### config.mk
export PLATFORM = sky130hd
export DESIGN_NAME = vga_sync_decoder
export DESIGN_NICKNAME = d
export VERILOG_FILES = /design/src/rtl/vga_sync_decoder.sv
export SDC_FILE = /design/constraint.sdc
export NUM_CORES = 1
export LEC_CHECK = 0
export ABC_AREA = 1
export BUFFER_PORTS_ARGS = -buffer_cell sky130_fd_sc_hd__buf_2
export CORE_MARGIN = 8
export CORE_UTILIZATION = 37
export CTS_CLUSTER_DIAMETER = 60
export CTS_CLUSTER_SIZE = 30
export DETAILED_ROUTE_END_ITERATION = 12
export SKIP_LAST_GASP = 1
export SYNTH_ARGS = -nofsm -noshare
export SYNTH_HDL_FRONTEND = slang
export SYNTH_SLANG_ARGS = --single-unit
### constraint.sdc
create_clock -name pixel_clock -period 2 [get_ports pixel_clock]
set_input_delay 0.2 -clock pixel_clock [delete_from_list [all_inputs] [get_ports pixel_clock]]
set_output_delay 0.2 -clock pixel_clock [all_outputs]
set_load 0.02 [all_outputs]
### src/rtl/vga_sync_decoder.sv
// VGA sync decoder: recovers raster timing and pixel coordinates
// from an hsync/vsync pair, measures line/frame length, reports lock.
module vga_sync_decoder #(
  parameter int POSITION_WIDTH = 10,
  parameter logic [POSITION_WIDTH-1:0] H_VISIBLE_AREA = POSITION_WIDTH'(640),
  parameter logic [POSITION_WIDTH-1:0] H_BACK_PORCH = POSITION_WIDTH'(48),
  parameter logic H_ACTIVE_POLARITY = 1'b0,
  parameter logic [POSITION_WIDTH-1:0] V_VISIBLE_AREA = POSITION_WIDTH'(480),
  parameter logic [POSITION_WIDTH-1:0] V_BACK_PORCH = POSITION_WIDTH'(33),
  parameter logic V_ACTIVE_POLARITY = 1'b0,
  parameter int LOCK_FRAMES = 2
) (
  input  logic                      pixel_clock,
  input  logic                      reset,
  input  logic                      vga_horizontal_sync,
  input  logic                      vga_vertical_sync,
  output logic [POSITION_WIDTH-1:0] h_position,
  output logic [POSITION_WIDTH-1:0] v_position,
  output logic                      visible_area,
  output logic                      frame_start,
  output logic [POSITION_WIDTH-1:0] h_total,
  output logic [POSITION_WIDTH-1:0] v_total,
  output logic                      locked
);

  localparam int PW = POSITION_WIDTH;
  localparam logic [PW-1:0] ONE = PW'(1);
  localparam logic [PW-1:0] ONES = '1;

  typedef enum logic [1:0] {
    SEARCH,
    TRACK,
    LOCKED
  } state_t;

  state_t state_q, state_d;
  logic [2:0] good_q, good_d, good_inc;
  logic h_mismatch_q, h_mismatch_d;

  logic h_sync_q, v_sync_q;
  logic h_act, v_act;
  logic h_act_d, v_act_d;
  logic h_fall, v_fall;
  logic h_wrap;
  logic h_mis, v_mis;
  logic frame_ok, timeout;

  logic [PW-1:0] h_count, v_count;
  logic [PW-1:0] h_period, v_period;

  assign h_act = ~(h_sync_q ^ H_ACTIVE_POLARITY);
  assign v_act = ~(v_sync_q ^ V_ACTIVE_POLARITY);
  assign h_fall = h_act_d & ~h_act;
  assign v_fall = v_act_d & ~v_act;

  assign h_period = h_count + ONE;
  assign v_period = v_count + ONE;
  assign h_wrap = ~h_fall & (h_position == h_total - ONE);

  assign h_mis = h_fall & (h_period != h_total);
  assign v_mis = v_fall & (v_period != v_total);
  assign timeout = (h_count == ONES) | (v_count == ONES);

  always_ff @(posedge pixel_clock) begin
    if (reset) begin
      h_sync_q <= ~H_ACTIVE_POLARITY;
      v_sync_q <= ~V_ACTIVE_POLARITY;
      h_act_d <= 1'b0;
      v_act_d <= 1'b0;
    end else begin
      h_sync_q <= vga_horizontal_sync;
      v_sync_q <= vga_vertical_sync;
      h_act_d <= h_act;
      v_act_d <= v_act;
    end
  end

  always_ff @(posedge pixel_clock) begin
    if (reset) begin
      h_count <= '0;
      h_total <= '0;
      h_position <= '0;
    end else begin
      if (h_fall) begin
        h_count <= '0;
        h_total <= h_period;
        h_position <= h_period - H_BACK_PORCH;
      end else begin
        if (h_count != ONES) h_count <= h_period;
        h_position <= h_wrap ? '0 : h_position + ONE;
      end
    end
  end

  // vsync load wins over a coincident line wrap
  always_ff @(posedge pixel_clock) begin
    if (reset) begin
      v_count <= '0;
      v_total <= '0;
      v_position <= '0;
    end else if (v_fall) begin
      v_count <= '0;
      v_total <= v_period;
      v_position <= v_period - V_BACK_PORCH;
    end else if (h_wrap) begin
      if (v_count != ONES) v_count <= v_period;
      if (v_position == v_total - ONE) v_position <= '0;
      else v_position <= v_position + ONE;
    end
  end

  always_ff @(posedge pixel_clock) begin
    if (reset) begin
      state_q <= SEARCH;
      good_q <= '0;
      h_mismatch_q <= 1'b0;
    end else begin
      state_q <= state_d;
      good_q <= good_d;
      h_mismatch_q <= h_mismatch_d;
    end
  end

  assign good_inc = good_q + 3'd1;
  assign frame_ok = ~h_mismatch_q & ~h_mis & ~v_mis;

  always_comb begin
    state_d = state_q;
    good_d = good_q;
    h_mismatch_d = h_mismatch_q | h_mis;
    unique case (state_q)
      SEARCH: begin
        if (v_fall) begin
          state_d = TRACK;
          good_d = '0;
          h_mismatch_d = 1'b0;
        end
      end
      TRACK: begin
        if (v_fall) begin
          h_mismatch_d = 1'b0;
          if (frame_ok) begin
            good_d = good_inc;
            if (good_inc == 3'(LOCK_FRAMES)) state_d = LOCKED;
          end else begin
            good_d = '0;
          end
        end
      end
      LOCKED: begin
        if (h_mis | v_mis) begin
          state_d = TRACK;
          good_d = '0;
        end
      end
      default: state_d = SEARCH;
    endcase
    if (timeout) begin
      state_d = SEARCH;
      good_d = '0;
    end
  end

  assign locked = (state_q == LOCKED);
  assign visible_area = locked &
    (h_position < H_VISIBLE_AREA) &
    (v_position < V_VISIBLE_AREA);
  assign frame_start = locked &
    (h_position == '0) & (v_position == '0);

endmodule

==> run_results.csv <==
group,metric,value,unit
status,status,"finished, violations left",
status,violations,"negative setup slack",
critical_path,start_kind,"register",
floorplan,ios,47,
floorplan,die_h,126,um
routing,drtAntennaViolNets,0,
timing,finalClockSkew,0.00689,ns
power_and_ir_drop,power.density,591,nW/um2
layout,syn2layout_area_growth,39.7,%
critical_path,slowest_delay,0.35,ns
clock_network,insertion_delay,0.34,ns
critical_path,end_kind,"register",
grt,grt_pass1_vias,4923,
floorplan,fp.coreArea,11900,um2
routing,vias,5061,
layout,layout-drive-gt1-share,30.9,%
grt,use_met2,30.4,%
grt,grt_first_pass_wirelength,23500,um
critical_path,worstSetupPathType,"register to register",
grt,grt_use_met3,3.33,%
floorplan,die_w,126,um
timing,slew_violations,0,
timing,setup_tns,-2.30,ns
clock_network,cts_sinks,70,
power_and_ir_drop,p_leak,0.00296,uW
timing,min_period,2.15,ns
grt,grt_busiest_layer,"met2",
floorplan,num_rows,40,
layout,diodes,0,
floorplan,start_util,37.6,%
clock_network,cts-htree-levels,3,
yosys,synth_nets,711,
yosys,synth_enable_flop_cells,0,
clock_network,cts_tree,"done",
routing,dr.pass1.iters,5,
routing,post_drt_wl_per_cell,14.8,um
critical_path,critPathBufInv,2,
job,maxCapViolations,0,
yosys,async_flop_share,0,%
critical_path,worstPathRequired,2.27,ns
floorplan,die_area,15900,um2
timing,finalHoldViolations,0,
placement,dp_hpwl,11200,um
critical_path,cp_cell_sequence,"inv_4, ha_4, nand2_4, o21ai_0, nor2_1, nand3b_1, nor3_2, nand3_2, nand2_4, buf_6, o21ai_1, nor2_1",
yosys,synth_flop_cell,"dfxtp_1",
critical_path,cp_max_fo,8,
critical_path,crit_slowest_cell,"dfxtp_4",
hold_path,hold_path.class,"input pin to register",
grt,grt_start_max_net_pins,16,
timing,maxSlewHeadroom,60.8,%
timing,tightest_slew,0.587,ns
yosys,ys_types,36,
clock_network,cts-root-buf,"clkbuf_16",
yosys,synthCells,696,
routing,drc,0,
timing,setup_viol,32,
grt,antenna_found_initial,0,
critical_path,cp_data_arrival_time,2.42,ns
timing,fin_crit_sh,107,%
yosys,synth_area_per_cell,6.43,um2
routing,routed_wl,14600,um
layout,final_nets,848,
grt,gr-total-overflow,0,
critical_path,critPathTopFamily,"simple AND/OR/NAND/NOR gates",
power_and_ir_drop,ir_worst_vdd,0.650,mV
layout,design_area,6260,um2
clock_network,numCtsBuffers,9,
placement,port_buffers,46,
grt,met1_usage,22.4,%
grt,grt_usage,18.3,%
yosys,yosysWarnings,0,
clock_network,cts.clk_slew.worst_paths,0.06,ns
timing,worst_slack,-0.146,ns
layout,final_cell_mix,"nand2_1 (153), inv_1 (89), buf_4 (78)",
timing,max_freq,0.466,GHz
placement,placed_area,5480,um2
yosys,synth-seq-cells,70,
yosys,ys_seq_area_share,31.3,%
layout,final_common_cell,"nand2_1",
placement,dp_cells,960,
routing,drtIter0Drc,359,
timing,grt_setup_unrepaired,"true",
routing,viasPerCell,5.14,
clock_network,clk_path_buf_depth,2,
placement,place.gp.congestion,0.909,
yosys,syn_area,4480,um2
layout,stdcell_count,985,
[cell families (layout without fill, tap and decap cells)]
group                    after synthesis  in the layout  share of synthesized area, %
AND/OR/NAND/NOR                      353            353                          34.8
XOR/XNOR                              40             40                          7.82
AO/OA/AOI/OAI                        111            111                          13.6
buffers and inverters                111            253                          9.42
flip-flops                            70             70                          31.3
adder cells (fa/ha/maj)               11             11                          3.07
[report_power, final]
group / internal [uW] / switching, uW / leakage, uW / total (uW)
logic: 181 / 284 / 0.00222 / 466
registers: 1430 / 41.6 / 0.000575 / 1470
clock network: 1140 / 616 / 0.000164 / 1760
[registers in the layout, summed over array words and instances, names as in the netlist, 2 cells and up]
signal      cells
v_position     10
good_q          3
v_count        10
state_q         2
h_count        10
h_total        10
v_total        10
h_position     10
[repair_timing]
action,in CTS,in global routing
hold buffers,0,0
resized for setup,60,59
setup buffers,7,3
gates cloned,0,0
pin swaps,29,18
setup endpoints to repair,31,37
[worst paths after layout]
path | slack, ns | end | cells after the start | start
setup / recovery | -0.15 | v_position[5]$_SDFFE_PP0P_ | 12 | h_total[1]$_SDFFE_PP0P_
hold / removal | 0.04 | h_sync_q$_SDFF_PP1_ | 2 | vga_horizontal_sync
setup reg to reg | -0.15 | v_position[5]$_SDFFE_PP0P_ | 12 | h_total[1]$_SDFFE_PP0P_
hold reg to reg | 0.42 | v_act_d$_SDFF_PP0_ | 1 | v_sync_q$_SDFF_PP1_
[routing by layer]
metal  vias up  part of all wire, %
li1       2540                    -
met1      2338                   44
met2       149                   48
met3        34                  5.0
met4         0                  3.2
met5         -                    0
[layout make-up]
class	count	area, um2
clock buffers	14	295
clock inverters	2	35.0
fillers	1155	5660
inverters	103	402
multi-input cells	515	2980
flip-flops and latches	70	1430
well taps	147	184
repair buffers	134	935
[synth_stat cells, types with 3 or more instances]
cell	instances	area share, %
a21oi_1	31	3.5
clkbuf_1	5	0.42
dfxtp_1	70	31
ha_1	11	3.1
inv_1	95	8.0
inv_2	6	0.50
nand2_1	168	14
nand2_2	10	1.4
nand3_1	56	6.3
nand3b_1	3	0.50
nand4_1	16	2.2
nor2_1	73	6.1
nor2_4	3	0.75
nor3_1	13	1.5
o21ai_0	44	4.9
o21ai_1	11	1.2
o22ai_1	17	2.4
xnor2_1	12	2.3
xor2_1	28	5.5
[metrics by stage]
stage          total power (uW)  hold slack [ns]  utilization (%)  worst slack (ns)
2_1_floorplan              1760            0.304                -           0.00371
3_3_place_gp               1900            0.384             46.0            -0.152
3_5_place_dp               1900            0.387             46.0            -0.186
4_1_cts                    3690           0.0295             50.8           -0.0945
5_1_grt                    3840           0.0350             52.5            -0.264
6_report                   3700           0.0388             52.5            -0.146
Power figures use the tool's default switching activity.
